`src/rtl/mf_pkg.sv`:
```
// Shared definitions for the frame aligner and the mean filter counters.
package mf_pkg;

  // Frame aligner control states.
  typedef enum logic [2:0] {
    WAIT_SOF  = 3'd0,
    ACTIVE    = 3'd1,
    PAD_LINE  = 3'd2,
    DROP_LINE = 3'd3,
    PAD_FRAME = 3'd4,
    FRAME_END = 3'd5
  } state_e;

  // Default frame geometry and the counter widths it implies.
  localparam int MF_FRAME_WIDTH  = 640;
  localparam int MF_FRAME_HEIGHT = 512;
  localparam int MF_HCNT_W = (MF_FRAME_WIDTH  > 1) ? $clog2(MF_FRAME_WIDTH)  : 1;
  localparam int MF_VCNT_W = (MF_FRAME_HEIGHT > 1) ? $clog2(MF_FRAME_HEIGHT) : 1;

  // Counter width for a 0..n-1 counter; never narrower than one bit.
  function automatic int cnt_width(input int n);
    return (n > 1) ? $clog2(n) : 1;
  endfunction

endpackage

```
`src/rtl/axis_skid_buffer.sv`:
```
// Two-entry AXI4-Stream skid buffer. Entry 0 drives the output directly,
// entry 1 catches the beat that arrives while the output is stalled.
// in_ready is the inverse of the entry-1 valid flop, so it never depends
// combinationally on out_ready.
module axis_skid_buffer #(
  parameter int WIDTH = 10
) (
  input  logic             clk,
  input  logic             rst_n,
  input  logic [WIDTH-1:0] in_data,
  input  logic             in_valid,
  output logic             in_ready,
  output logic [WIDTH-1:0] out_data,
  output logic             out_valid,
  input  logic             out_ready
);

  logic [WIDTH-1:0] mem0_q, mem0_d;
  logic [WIDTH-1:0] mem1_q, mem1_d;
  logic             vld0_q, vld0_d;
  logic             vld1_q, vld1_d;
  logic             push_s;
  logic             pop_s;

  // Next-state of the two entries from the push/pop combination.
  always_comb begin
    push_s = in_valid && !vld1_q;
    pop_s  = vld0_q && out_ready;
    mem0_d = mem0_q;
    mem1_d = mem1_q;
    vld0_d = vld0_q;
    vld1_d = vld1_q;
    case ({push_s, pop_s})
      2'b01: begin
        mem0_d = mem1_q;
        vld0_d = vld1_q;
        vld1_d = 1'b0;
      end
      2'b10: begin
        if (!vld0_q) begin
          mem0_d = in_data;
          vld0_d = 1'b1;
        end else begin
          mem1_d = in_data;
          vld1_d = 1'b1;
        end
      end
      2'b11: begin
        // Push implies entry 1 is empty, so the new beat replaces the popped head.
        mem0_d = in_data;
      end
      default: begin
        mem0_d = mem0_q;
      end
    endcase
  end

  // Entry storage and valid flags.
  always_ff @(posedge clk or negedge rst_n) begin
    if (!rst_n) begin
      mem0_q <= {WIDTH{1'b0}};
      mem1_q <= {WIDTH{1'b0}};
      vld0_q <= 1'b0;
      vld1_q <= 1'b0;
    end else begin
      mem0_q <= mem0_d;
      mem1_q <= mem1_d;
      vld0_q <= vld0_d;
      vld1_q <= vld1_d;
    end
  end

  assign in_ready  = !vld1_q;
  assign out_data  = mem0_q;
  assign out_valid = vld0_q;

endmodule

```
`src/rtl/axis_frame_aligner.sv`:
```
// Forces a loosely framed pixel stream into exact FRAME_WIDTH x FRAME_HEIGHT
// frames: pads short lines, truncates long lines, pads out frames cut short
// by an early start-of-frame and drops beats until the first start-of-frame.
// Output tags are generated from the internal counters, never forwarded.
module axis_frame_aligner #(
  parameter int                    DATA_WIDTH   = 8,
  parameter int                    FRAME_WIDTH  = 640,
  parameter int                    FRAME_HEIGHT = 512,
  parameter logic [DATA_WIDTH-1:0] PAD_VALUE    = {DATA_WIDTH{1'b0}}
) (
  input  logic                  clk,
  input  logic                  rst_n,
  input  logic [DATA_WIDTH-1:0] s_axis_tdata,
  input  logic                  s_axis_tvalid,
  input  logic                  s_axis_tlast,
  input  logic                  s_axis_tuser,
  output logic                  s_axis_tready,
  output logic [DATA_WIDTH-1:0] m_axis_tdata,
  output logic                  m_axis_tvalid,
  output logic                  m_axis_tlast,
  output logic                  m_axis_tuser,
  input  logic                  m_axis_tready,
  input  logic                  err_clr,
  output logic                  err_short_line,
  output logic                  err_long_line,
  output logic                  err_early_sof,
  output logic                  err_missing_sof,
  output logic                  frame_done
);

  import mf_pkg::*;

  localparam int HCNT_W = cnt_width(FRAME_WIDTH);
  localparam int VCNT_W = cnt_width(FRAME_HEIGHT);
  localparam logic [HCNT_W-1:0] H_LAST = HCNT_W'(FRAME_WIDTH - 1);
  localparam logic [VCNT_W-1:0] V_LAST = VCNT_W'(FRAME_HEIGHT - 1);
  localparam int BUF_W = DATA_WIDTH + 2;

  state_e              state_q, state_d;
  logic [HCNT_W-1:0]   hcnt_q, hcnt_d;
  logic [VCNT_W-1:0]   vcnt_q, vcnt_d;
  logic [VCNT_W-1:0]   oline_q, oline_d;
  logic                run_q;
  logic                err_short_q, err_short_d;
  logic                err_long_q, err_long_d;
  logic                err_early_q, err_early_d;
  logic                err_missing_q, err_missing_d;
  logic                frame_done_q, frame_done_d;

  logic                line_end_s, last_line_s, at_origin_s;
  logic                take_real_s, pad_s, push_s, s_ready_s;
  logic                real_short_s, real_long_s;
  state_e              real_next_s;
  logic                set_early_s, set_missing_s;
  logic                buf_ready_s;
  logic [BUF_W-1:0]    buf_in_s, buf_out_s;
  logic                out_valid_s, xfer_s;

  assign line_end_s  = (hcnt_q == H_LAST);
  assign last_line_s = (vcnt_q == V_LAST);
  assign at_origin_s = (hcnt_q == {HCNT_W{1'b0}}) && (vcnt_q == {VCNT_W{1'b0}});

  // Where a real input pixel pushed at the current position leads.
  always_comb begin
    real_next_s  = ACTIVE;
    real_short_s = 1'b0;
    real_long_s  = 1'b0;
    if (line_end_s) begin
      if (!s_axis_tlast) begin
        real_long_s = 1'b1;
        real_next_s = DROP_LINE;
      end else if (last_line_s) begin
        real_next_s = FRAME_END;
      end else begin
        real_next_s = ACTIVE;
      end
    end else if (s_axis_tlast) begin
      real_short_s = 1'b1;
      real_next_s  = PAD_LINE;
    end else begin
      real_next_s = ACTIVE;
    end
  end

  // Control state machine: input ready, pushes and error events.
  always_comb begin
    state_d       = state_q;
    take_real_s   = 1'b0;
    pad_s         = 1'b0;
    s_ready_s     = 1'b0;
    set_early_s   = 1'b0;
    set_missing_s = 1'b0;
    if (run_q) begin
      case (state_q)
        WAIT_SOF: begin
          s_ready_s = buf_ready_s;
          if (s_axis_tvalid && buf_ready_s && s_axis_tuser) begin
            take_real_s = 1'b1;
            state_d     = real_next_s;
          end else begin
            state_d = WAIT_SOF;
          end
        end
        ACTIVE: begin
          if (s_axis_tvalid && s_axis_tuser && !at_origin_s) begin
            // Hold the new-frame beat at the input until this frame is padded out.
            set_early_s = 1'b1;
            state_d     = PAD_FRAME;
          end else begin
            s_ready_s = buf_ready_s;
            if (s_axis_tvalid && buf_ready_s) begin
              take_real_s = 1'b1;
              state_d     = real_next_s;
            end else begin
              state_d = ACTIVE;
            end
          end
        end
        PAD_LINE: begin
          if (buf_ready_s) begin
            pad_s = 1'b1;
            if (line_end_s) begin
              state_d = last_line_s ? FRAME_END : ACTIVE;
            end else begin
              state_d = PAD_LINE;
            end
          end else begin
            state_d = PAD_LINE;
          end
        end
        DROP_LINE: begin
          if (s_axis_tvalid && s_axis_tuser) begin
            // A completed frame just means the new frame starts cleanly.
            if (at_origin_s) begin
              state_d = ACTIVE;
            end else begin
              set_early_s = 1'b1;
              state_d     = PAD_FRAME;
            end
          end else begin
            s_ready_s = 1'b1;
            if (s_axis_tvalid && s_axis_tlast) begin
              state_d = at_origin_s ? FRAME_END : ACTIVE;
            end else begin
              state_d = DROP_LINE;
            end
          end
        end
        PAD_FRAME: begin
          if (buf_ready_s) begin
            pad_s = 1'b1;
            if (line_end_s && last_line_s) begin
              state_d = ACTIVE;
            end else begin
              state_d = PAD_FRAME;
            end
          end else begin
            state_d = PAD_FRAME;
          end
        end
        FRAME_END: begin
          s_ready_s = buf_ready_s;
          if (s_axis_tvalid && buf_ready_s) begin
            if (s_axis_tuser) begin
              take_real_s = 1'b1;
              state_d     = real_next_s;
            end else begin
              set_missing_s = 1'b1;
              state_d       = WAIT_SOF;
            end
          end else begin
            state_d = FRAME_END;
          end
        end
        default: begin
          state_d = WAIT_SOF;
        end
      endcase
    end else begin
      state_d = WAIT_SOF;
    end
  end

  assign push_s   = take_real_s || pad_s;
  assign buf_in_s = {(pad_s ? PAD_VALUE : s_axis_tdata), line_end_s, at_origin_s};

  // Position counters advance on every pushed beat, real or pad.
  always_comb begin
    hcnt_d = hcnt_q;
    vcnt_d = vcnt_q;
    if (push_s) begin
      if (line_end_s) begin
        hcnt_d = {HCNT_W{1'b0}};
        vcnt_d = last_line_s ? {VCNT_W{1'b0}} : (vcnt_q + VCNT_W'(1));
      end else begin
        hcnt_d = hcnt_q + HCNT_W'(1);
      end
    end else begin
      hcnt_d = hcnt_q;
    end
  end

  // Sticky error flags (a set event beats a simultaneous clear) and the
  // output-side line count that locates the final pixel of each frame.
  always_comb begin
    err_short_d   = (take_real_s && real_short_s) || (err_short_q   && !err_clr);
    err_long_d    = (take_real_s && real_long_s)  || (err_long_q    && !err_clr);
    err_early_d   = set_early_s                   || (err_early_q   && !err_clr);
    err_missing_d = set_missing_s                 || (err_missing_q && !err_clr);
    frame_done_d  = 1'b0;
    oline_d       = oline_q;
    if (xfer_s && buf_out_s[1]) begin
      if (oline_q == V_LAST) begin
        oline_d      = {VCNT_W{1'b0}};
        frame_done_d = 1'b1;
      end else begin
        oline_d = oline_q + VCNT_W'(1);
      end
    end else begin
      oline_d = oline_q;
    end
  end

  // State, counters, flags and the ready-enable that keeps the input closed in reset.
  always_ff @(posedge clk or negedge rst_n) begin
    if (!rst_n) begin
      state_q       <= WAIT_SOF;
      hcnt_q        <= {HCNT_W{1'b0}};
      vcnt_q        <= {VCNT_W{1'b0}};
      oline_q       <= {VCNT_W{1'b0}};
      run_q         <= 1'b0;
      err_short_q   <= 1'b0;
      err_long_q    <= 1'b0;
      err_early_q   <= 1'b0;
      err_missing_q <= 1'b0;
      frame_done_q  <= 1'b0;
    end else begin
      state_q       <= state_d;
      hcnt_q        <= hcnt_d;
      vcnt_q        <= vcnt_d;
      oline_q       <= oline_d;
      run_q         <= 1'b1;
      err_short_q   <= err_short_d;
      err_long_q    <= err_long_d;
      err_early_q   <= err_early_d;
      err_missing_q <= err_missing_d;
      frame_done_q  <= frame_done_d;
    end
  end

  axis_skid_buffer #(
    .WIDTH(BUF_W)
  ) u_skid (
    .clk      (clk),
    .rst_n    (rst_n),
    .in_data  (buf_in_s),
    .in_valid (push_s),
    .in_ready (buf_ready_s),
    .out_data (buf_out_s),
    .out_valid(out_valid_s),
    .out_ready(m_axis_tready)
  );

  assign xfer_s          = out_valid_s && m_axis_tready;
  assign s_axis_tready   = s_ready_s;
  assign m_axis_tvalid   = out_valid_s;
  assign m_axis_tdata    = buf_out_s[BUF_W-1:2];
  assign m_axis_tlast    = buf_out_s[1];
  assign m_axis_tuser    = buf_out_s[0];
  assign err_short_line  = err_short_q;
  assign err_long_line   = err_long_q;
  assign err_early_sof   = err_early_q;
  assign err_missing_sof = err_missing_q;
  assign frame_done      = frame_done_q;

endmodule
```
`config.mk`:
```
export PLATFORM = sky130hd
export DESIGN_NAME = axis_frame_aligner
export DESIGN_NICKNAME = d
export VERILOG_FILES = /design/src/rtl/mf_pkg.sv /design/src/rtl/axis_skid_buffer.sv /design/src/rtl/axis_frame_aligner.sv
export SDC_FILE = /design/constraint.sdc
export NUM_CORES = 1
export LEC_CHECK = 0
export BUFFER_PORTS_ARGS = -buffer_cell sky130_fd_sc_hd__buf_4
export CORE_MARGIN = 4
export CORE_UTILIZATION = 50
export CTS_CLUSTER_DIAMETER = 120
export DETAILED_ROUTE_END_ITERATION = 8
export GPL_ROUTABILITY_DRIVEN = 0
export PLACE_DENSITY = 0.78
export SYNTH_ARGS = -nofsm -noshare
export SYNTH_HDL_FRONTEND = slang
export SYNTH_HIERARCHICAL = 1
export SYNTH_SLANG_ARGS = --single-unit
export TNS_END_PERCENT = 5
```
`constraint.sdc`:
```
create_clock -name clk -period 2.92 [get_ports clk]
set_input_delay 0 -clock clk [delete_from_list [all_inputs] [get_ports clk]]
set_output_delay 0 -clock clk [all_outputs]
set_load 0.05 [all_outputs]
```
Word level (Yosys, flattened, before mapping)
Cells that the tools add are included.
{"block": "word_totals", "elab_cells": 122, "ff_bits": 59, "out_inout_bits": 17}
{"block": "op_classes", "reduce_logical": 35, "n_addsub": 3, "mux": 57, "eq_ne": 13}
{"cell": "2-to-1 mux 3 bit", "n": 17}
{"cell": "one-hot mux 10 bit (3 select lines)", "n": 1}
{"cell": "2-to-1 mux 1 bit", "n": 27}
{"cell": "2-to-1 mux 10 bit", "n": 2}
{"cell": "adder 9 x 1 -> 9 bit, second input constant", "n": 2}
{"cell": "equality test 9 bit, second input constant", "n": 2}
{"cell": "2-to-1 mux 9 bit", "n": 2}
{"cell": "one-hot mux 3 bit (6 select lines)", "n": 1}
{"cell": "logical AND 1 bit", "n": 16}
{"cell": "adder 10 x 1 -> 10 bit, second input constant", "n": 1}
{"cell": "equality test 10 bit, second input constant", "n": 1}
{"cell": "logical NOT 10 bit", "n": 1}
{"cell": "logical NOT 9 bit", "n": 1}
{"cell": "2-to-1 mux 8 bit", "n": 1}
{"cell": "AND reduction 2 bit", "n": 4}
{"cell": "equality test 3 x 2 -> 1 bit, second input constant", "n": 2}
{"cell": "equality test 3 bit, second input constant", "n": 2}
{"cell": "one-hot mux 1 bit (2 select lines)", "n": 3}
{"cell": "one-hot mux 1 bit (3 select lines)", "n": 2}
{"cell": "logical OR 1 bit", "n": 5}
{"cell": "equality test 2 bit, second input constant", "n": 2}
{"cell": "OR reduction 2 bit", "n": 2}
{"cell": "equality test 3 x 1 -> 1 bit, second input constant", "n": 1}
{"cell": "logical NOT 1 bit", "n": 3}
{"cell": "other kinds (7)", "n": 7}

Depth between registers and ports, before layout
{"block": "logic_depth", "depth_word": 12, "ltp_mapped": 13, "depth_no_buf": 11}

Modules after synthesis
Netlist, hierarchy kept.
{"mod": "axis_frame_aligner", "seq_area_each_um2": 925.9, "n_inst": 1, "cells_per_inst": 291, "area_each_um2": 2620.0}
{"mod": "axis_skid_buffer", "seq_area_each_um2": 550.5, "n_inst": 1, "cells_per_inst": 68, "area_each_um2": 1062.3}

Worst setup path after synthesis
No wires, ideal clock.
{"block": "synth_timing", "path_type": "register -> register", "start": "reg hcnt_q[0]", "end": "reg u_skid.mem1_q[1]", "synth_period_minus_slack_ns": 2.700, "stages_incl_launch_ff": 14, "t_required_ns": 2.795, "arrival_time_ns": 2.575, "setup_time_ns": 0.125, "slack_ns": 0.220, "cell_sequence": "dfrtp_1 > inv_1 > ha_1 > nor4b_2 > nand4_2 > o21a_1 > o21ai_4 > nand2b_4 > buf_6 > inv_1 > ha_1 > nand2_1 > buf_2 > mux2_2"}
{"block": "synth_via", "elab_chain_cells": 11, "elab_cells_between_ends": 12, "classes_between": "2 x eq/ne; 3 x mux; 7 x reduce/logical"}
{"item": "start, declared", "line": "axis_frame_aligner.sv:40", "source": "logic [HCNT_W-1:0] hcnt_q, hcnt_d;"}
{"item": "start signal, assigned", "line": "axis_frame_aligner.sv:228", "source": "hcnt_q <= {HCNT_W{1'b0}};"}
{"item": "start signal, assigned", "line": "axis_frame_aligner.sv:239", "source": "hcnt_q <= hcnt_d;"}
{"item": "logical NOT 10 bit", "line": "axis_frame_aligner.sv:61", "source": "assign at_origin_s = (hcnt_q == {HCNT_W{1'b0}}) && (vcnt_q == {VCNT_W{1'b0}});"}
{"item": "logical AND 1 bit", "line": "axis_frame_aligner.sv:61"}
{"item": "logical NOT 1 bit", "line": "axis_frame_aligner.sv:105", "source": "if (s_axis_tvalid && s_axis_tuser && !at_origin_s) begin"}
{"item": "logical AND 1 bit", "line": "axis_frame_aligner.sv:105"}
{"item": "2-to-1 mux 1 bit", "line": "axis_frame_aligner.sv:105"}
{"item": "one-hot mux 1 bit (3 select lines)", "line": "axis_frame_aligner.sv:94", "source": "case (state_q)"}
{"item": "2-to-1 mux 1 bit", "line": "axis_frame_aligner.sv:93", "source": "if (run_q) begin"}
{"item": "logical OR 1 bit", "line": "axis_frame_aligner.sv:184", "source": "assign push_s = take_real_s || pad_s;"}
{"item": "named net push_s", "line": "axis_frame_aligner.sv:51", "source": "logic take_real_s, pad_s, push_s, s_ready_s;"}
{"item": "logical AND 1 bit", "line": "axis_skid_buffer.sv:27", "source": "push_s = in_valid && !vld1_q;"}
{"item": "equality test 2 bit", "line": "axis_skid_buffer.sv:33", "source": "case ({push_s, pop_s})"}
{"item": "AND reduction 2 bit (no line)"}
{"item": "end signal, assigned", "line": "axis_skid_buffer.sv:62", "source": "mem1_q <= {WIDTH{1'b0}};"}
{"item": "end signal, assigned", "line": "axis_skid_buffer.sv:67", "source": "mem1_q <= mem1_d;"}
{"item": "end, declared", "line": "axis_skid_buffer.sv:19", "source": "logic [WIDTH-1:0] mem1_q, mem1_d;"}
The timed path passes the listed nets, and every way through them passes these cells.
A chain may end at the register's enable or synchronous reset.

Final worst setup path
{"block": "layout_timing", "start": "reg hcnt_q[0]", "end": "reg u_skid.mem0_q[6] (netlist: u_skid/out_data[6])"}
{"block": "layout_via", "elab_chain_cells": 12, "elab_cells_between_ends": 16, "classes_between": "4 x eq/ne; 4 x mux; 8 x reduce/logical"}
{"item": "logical NOT 10 bit *", "line": "axis_frame_aligner.sv:61"}
{"item": "logical AND 1 bit *", "line": "axis_frame_aligner.sv:61"}
{"item": "logical NOT 1 bit *", "line": "axis_frame_aligner.sv:105"}
{"item": "logical AND 1 bit *", "line": "axis_frame_aligner.sv:105"}
{"item": "2-to-1 mux 1 bit *", "line": "axis_frame_aligner.sv:105"}
{"item": "one-hot mux 1 bit (3 select lines) *", "line": "axis_frame_aligner.sv:94"}
{"item": "2-to-1 mux 1 bit *", "line": "axis_frame_aligner.sv:93"}
{"item": "logical OR 1 bit *", "line": "axis_frame_aligner.sv:184"}
{"item": "named net push_s", "line": "axis_frame_aligner.sv:51"}
{"item": "logical AND 1 bit *", "line": "axis_skid_buffer.sv:27"}
{"item": "equality test 2 bit or equality test 2 x 1 -> 1 bit (tied branches)", "line": "axis_skid_buffer.sv:33"}
{"item": "!= test 2 bit (no line) or nonzero test 3 bit (tied branches)"}
{"item": "AND reduction 2 bit (no line)"}
{"item": "end signal, assigned", "line": "axis_skid_buffer.sv:61", "source": "mem0_q <= {WIDTH{1'b0}};"}
{"item": "end signal, assigned", "line": "axis_skid_buffer.sv:66", "source": "mem0_q <= mem0_d;"}
{"item": "end, declared", "line": "axis_skid_buffer.sv:18", "source": "logic [WIDTH-1:0] mem0_q, mem0_d;"}
Mark *: on every way through the listed nets, which the timed path passes. The rest lies on a longest branch.

==> flow_summary.json <==
{
  "worst_pin_slew_ps": 748,
  "final_nets": 420,
  "synth_seq_cells": 59,
  "hp-class": "input port to register",
  "synth_edf_count": 0,
  "hpwl_microns": 5650,
  "yosys.area.top_type": "dfrtp_1",
  "avgSynthCellArea_sq_um": 10.3,
  "slew_viol_final": 0,
  "hp-start": "s_axis_tdata[5]",
  "grt_pass1_wl_microns": 13900,
  "cp_data_arrival_time_ps": 2900,
  "critical_path.endpoint_type": "register",
  "finalPower_w": 0.00318,
  "grt-ovfl-total": 0,
  "rows": 31,
  "min_period_ps": 2680,
  "yosys_warnings": 6,
  "core_sq_um": 7210,
  "grt_use_total_pct": 19.7,
  "antenna_found_initial": 0,
  "ys.flop_type": "dfrtp_1",
  "finClkSkew_ps": 20.8,
  "power_frac_seq_pct": 34.6,
  "start_util_pct": 51.0,
  "root_buffer": "clkbuf_8",
  "fin_cells": 498,
  "clock-sinks": 59,
  "r2r-start": "hcnt_q[0]",
  "yosysUniqueCellTypes": 72,
  "ys_top_cells_by_area": "dfrtp_1 40%, mux2_4 6.5%, mux2_2 4.9%",
  "setup_ws_ps": 244,
  "setup_viol": 0,
  "p_comb_share_pct": 36.3,
  "crit_fanout": 10,
  "insertion_delay_ps": 350,
  "drt_wl_total_microns": 7980,
  "met1_usage_pct": 26.0,
  "routedWlPerCell_microns": 16.0,
  "cts-buffers-inserted": 9,
  "cts_setup_buffers": 0,
  "startpoint": "hcnt_q[0]",
  "area_growth_pct": 15.9,
  "vias": 2855,
  "firstDrtPassIters": 4,
  "powerDensity_nw_per_um2": 746,
  "viasPerCell": 5.73,
  "htreeDepth": 3,
  "grt_max_degree": 60,
  "grt-busiest-layer": "met2",
  "cp-start-kind": "register",
  "place_inst": 479,
  "cts.clk_slew.worst_paths_ps": 80,
  "fp.dieH_microns": 93.8,
  "drc": 0,
  "timing_hold_violations_final": 0,
  "yosysSeqAreaShare_pct": 40.1,
  "cp.required_ps": 3140,
  "io-pin-count": 32,
  "fp.dieArea_sq_um": 8800,
  "outcome": "complete, no violations",
  "hold_slack_ps": 15.1,
  "die_w_microns": 93.8,
  "intPower_w": 0.00205,
  "drt_iter0_drc": 131,
  "p_sw_share_pct": 35.5,
  "dpl_worst_slack_ps": 128,
  "fmax_ghz": 0.374,
  "syn_inst": 359,
  "path_class": "register to register",
  "slew-limit-headroom_pct": 50.2,
  "peakVddDrop_mv": 0.390,
  "holdPathStages": 3,
  "cts_tree": "done",
  "synth_fp_nets": 385,
  "synth-async-reset-ratio_pct": 100,
  "placed_cell_area_sq_um": 3990,
  "yosysTopAreaCellShare_pct": 40.1,
  "drv_cap": 0,
  "cts.path.max_buffers": 2,
  "finish.instance_area_sq_um": 4270,
  "p_leak_nw": 2.04,
  "drive_gt1_share_pct": 28.3,
  "first_global_vias": 2960,
  "final_antenna_net_count": 0,
  "clkPwrFrac_pct": 29.0,
  "use_met2_pct": 31.7,
  "io_buffers": 31,
  "switching_power_w": 0.00113,
  "r2r_cells": 9,
  "fin_crit_sh_pct": 91.7,
  "antenna_cells": 0,
  "syn_area_sq_um": 3680,
  "use_met3_pct": 5.77
}
-- worst max-delay path, cell delays in order (launching register included) --
cell	delay (ps)
dfrtp_1	420
inv_1	80
ha_1	150
nor4b_2	270
nand4_2	240
o21a_1	290
o21ai_4	190
nand2b_4	120
o21ai_4	400
mux2_2	400
-- per-layer routing --
layer	vias up	share of wire (%)
li1	1374	-
met1	1398	44
met2	73	50
met3	10	4.9
met4	0	1.2
met5	-	0
-- worst paths after layout --
| path | endpoint | slack (ps) |
|---|---|---|
| setup / recovery | u_skid/out_data[6] | 240 |
| hold / removal | u_skid/mem1_q[7] | 20 |
| setup reg to reg | u_skid/out_data[6] | 240 |
| max in group asynchronous | state_q[2] | 2160 |
| hold reg to reg | oline_q[7] | 490 |
| min in group asynchronous | hcnt_q[9] | 270 |
-- synth_stat cells (2+ instances only) --
cell,number
a211oi_1,2
a21o_1,2
a21oi_1,4
a22o_1,4
a31o_2,2
a31oi_1,9
and2_1,10
and3_1,8
and4_1,2
buf_2,7
buf_4,3
buf_6,3
clkbuf_1,5
dfrtp_1,59
ha_1,11
inv_1,17
mux2_1,3
mux2_2,16
mux2_4,16
nand2_1,36
nand3_1,14
nand4_1,9
nor2_1,27
nor2b_1,3
nor3b_1,2
nor4_1,2
nor4b_1,2
o211ai_1,4
o21ai_0,21
o21ai_4,2
o22ai_1,2
o31ai_1,5
o31ai_4,2
o41ai_2,3
xnor2_1,5
-- state kept, by name, indices dropped and copies added (netlist names), 3 cells and up --
signal	cells
hcnt_q	10
state_q	3
u_skid/out_data	10
oline_q	9
vcnt_q	9
u_skid/mem1_q	10
-- power by group through the flow --
| stage | Combinational [W] | Clock, W | Sequential [W] |
|---|---|---|---|
| 2_1_floorplan | 0.000710 | 0 | 0.00128 |
| 3_3_place_gp | 0.00112 | 0 | 0.00110 |
| 5_1_grt | 0.00125 | 0.000985 | 0.00112 |
| 3_5_place_dp | 0.00115 | 0 | 0.00111 |
| 6_report | 0.00116 | 0.000925 | 0.00110 |
| 4_1_cts | 0.00116 | 0.000942 | 0.00110 |
-- layout by cell type (no fill, tap or decap), types with 8 or more instances in the layout --
master,synthesis,routed
a31oi_1,9,9
and3_1,8,8
ha_1,11,11
buf_4,3,39
inv_1,17,17
and2_1,10,10
nand3_1,14,14
clkbuf_8,0,9
nor2_1,27,27
nand2_1,36,35
nand4_1,9,9
o21ai_0,21,21
mux2_4,16,16
mux2_2,16,16
dfrtp_1,59,59
-- cells by family (layout without fill, tap and decap cells) --
kind of cell / Yosys count / in the layout / synth area share [%]
fa+ha+maj: 11 / 11 / 3.74
other cells: 1 / 1 / 0.102
xor+xnor: 6 / 6 / 1.43
simple gates: 131 / 131 / 19.5
mux: 36 / 36 / 12.6
buf+inv: 36 / 76 / 4.89
compound gates: 79 / 79 / 17.6
flops: 59 / 59 / 40.1
-- cell type report --
| class | count | area, sq um |
|---|---|---|
| Fill cell | 613 | 2950 |
| Clock buffer | 9 | 124 |
| Tap cell | 99 | 124 |
| Timing Repair Buffer | 42 | 323 |
| Clock inverter | 7 | 124 |
| Sequential cell | 59 | 1480 |
| Inverter | 18 | 70.1 |
| Multi-Input combinational cell | 264 | 2030 |
-- per-stage QoR --
step,TNS [ps],utilization [%]
finish,0,59.2
global route,-0.738,59.2
CTS,0,59.1
detailed placement,0,55.3
global placement,0,55.3
floorplan,0,-
-- what timing repair did --
item / in CTS / in global routing
gates resized for setup: 0 / 1
hold buffers: 3 / 0
endpoints found under the hold margin: 60 / 0
setup endpoints to repair: 0 / 10
(Power assumes the default switching activity.)
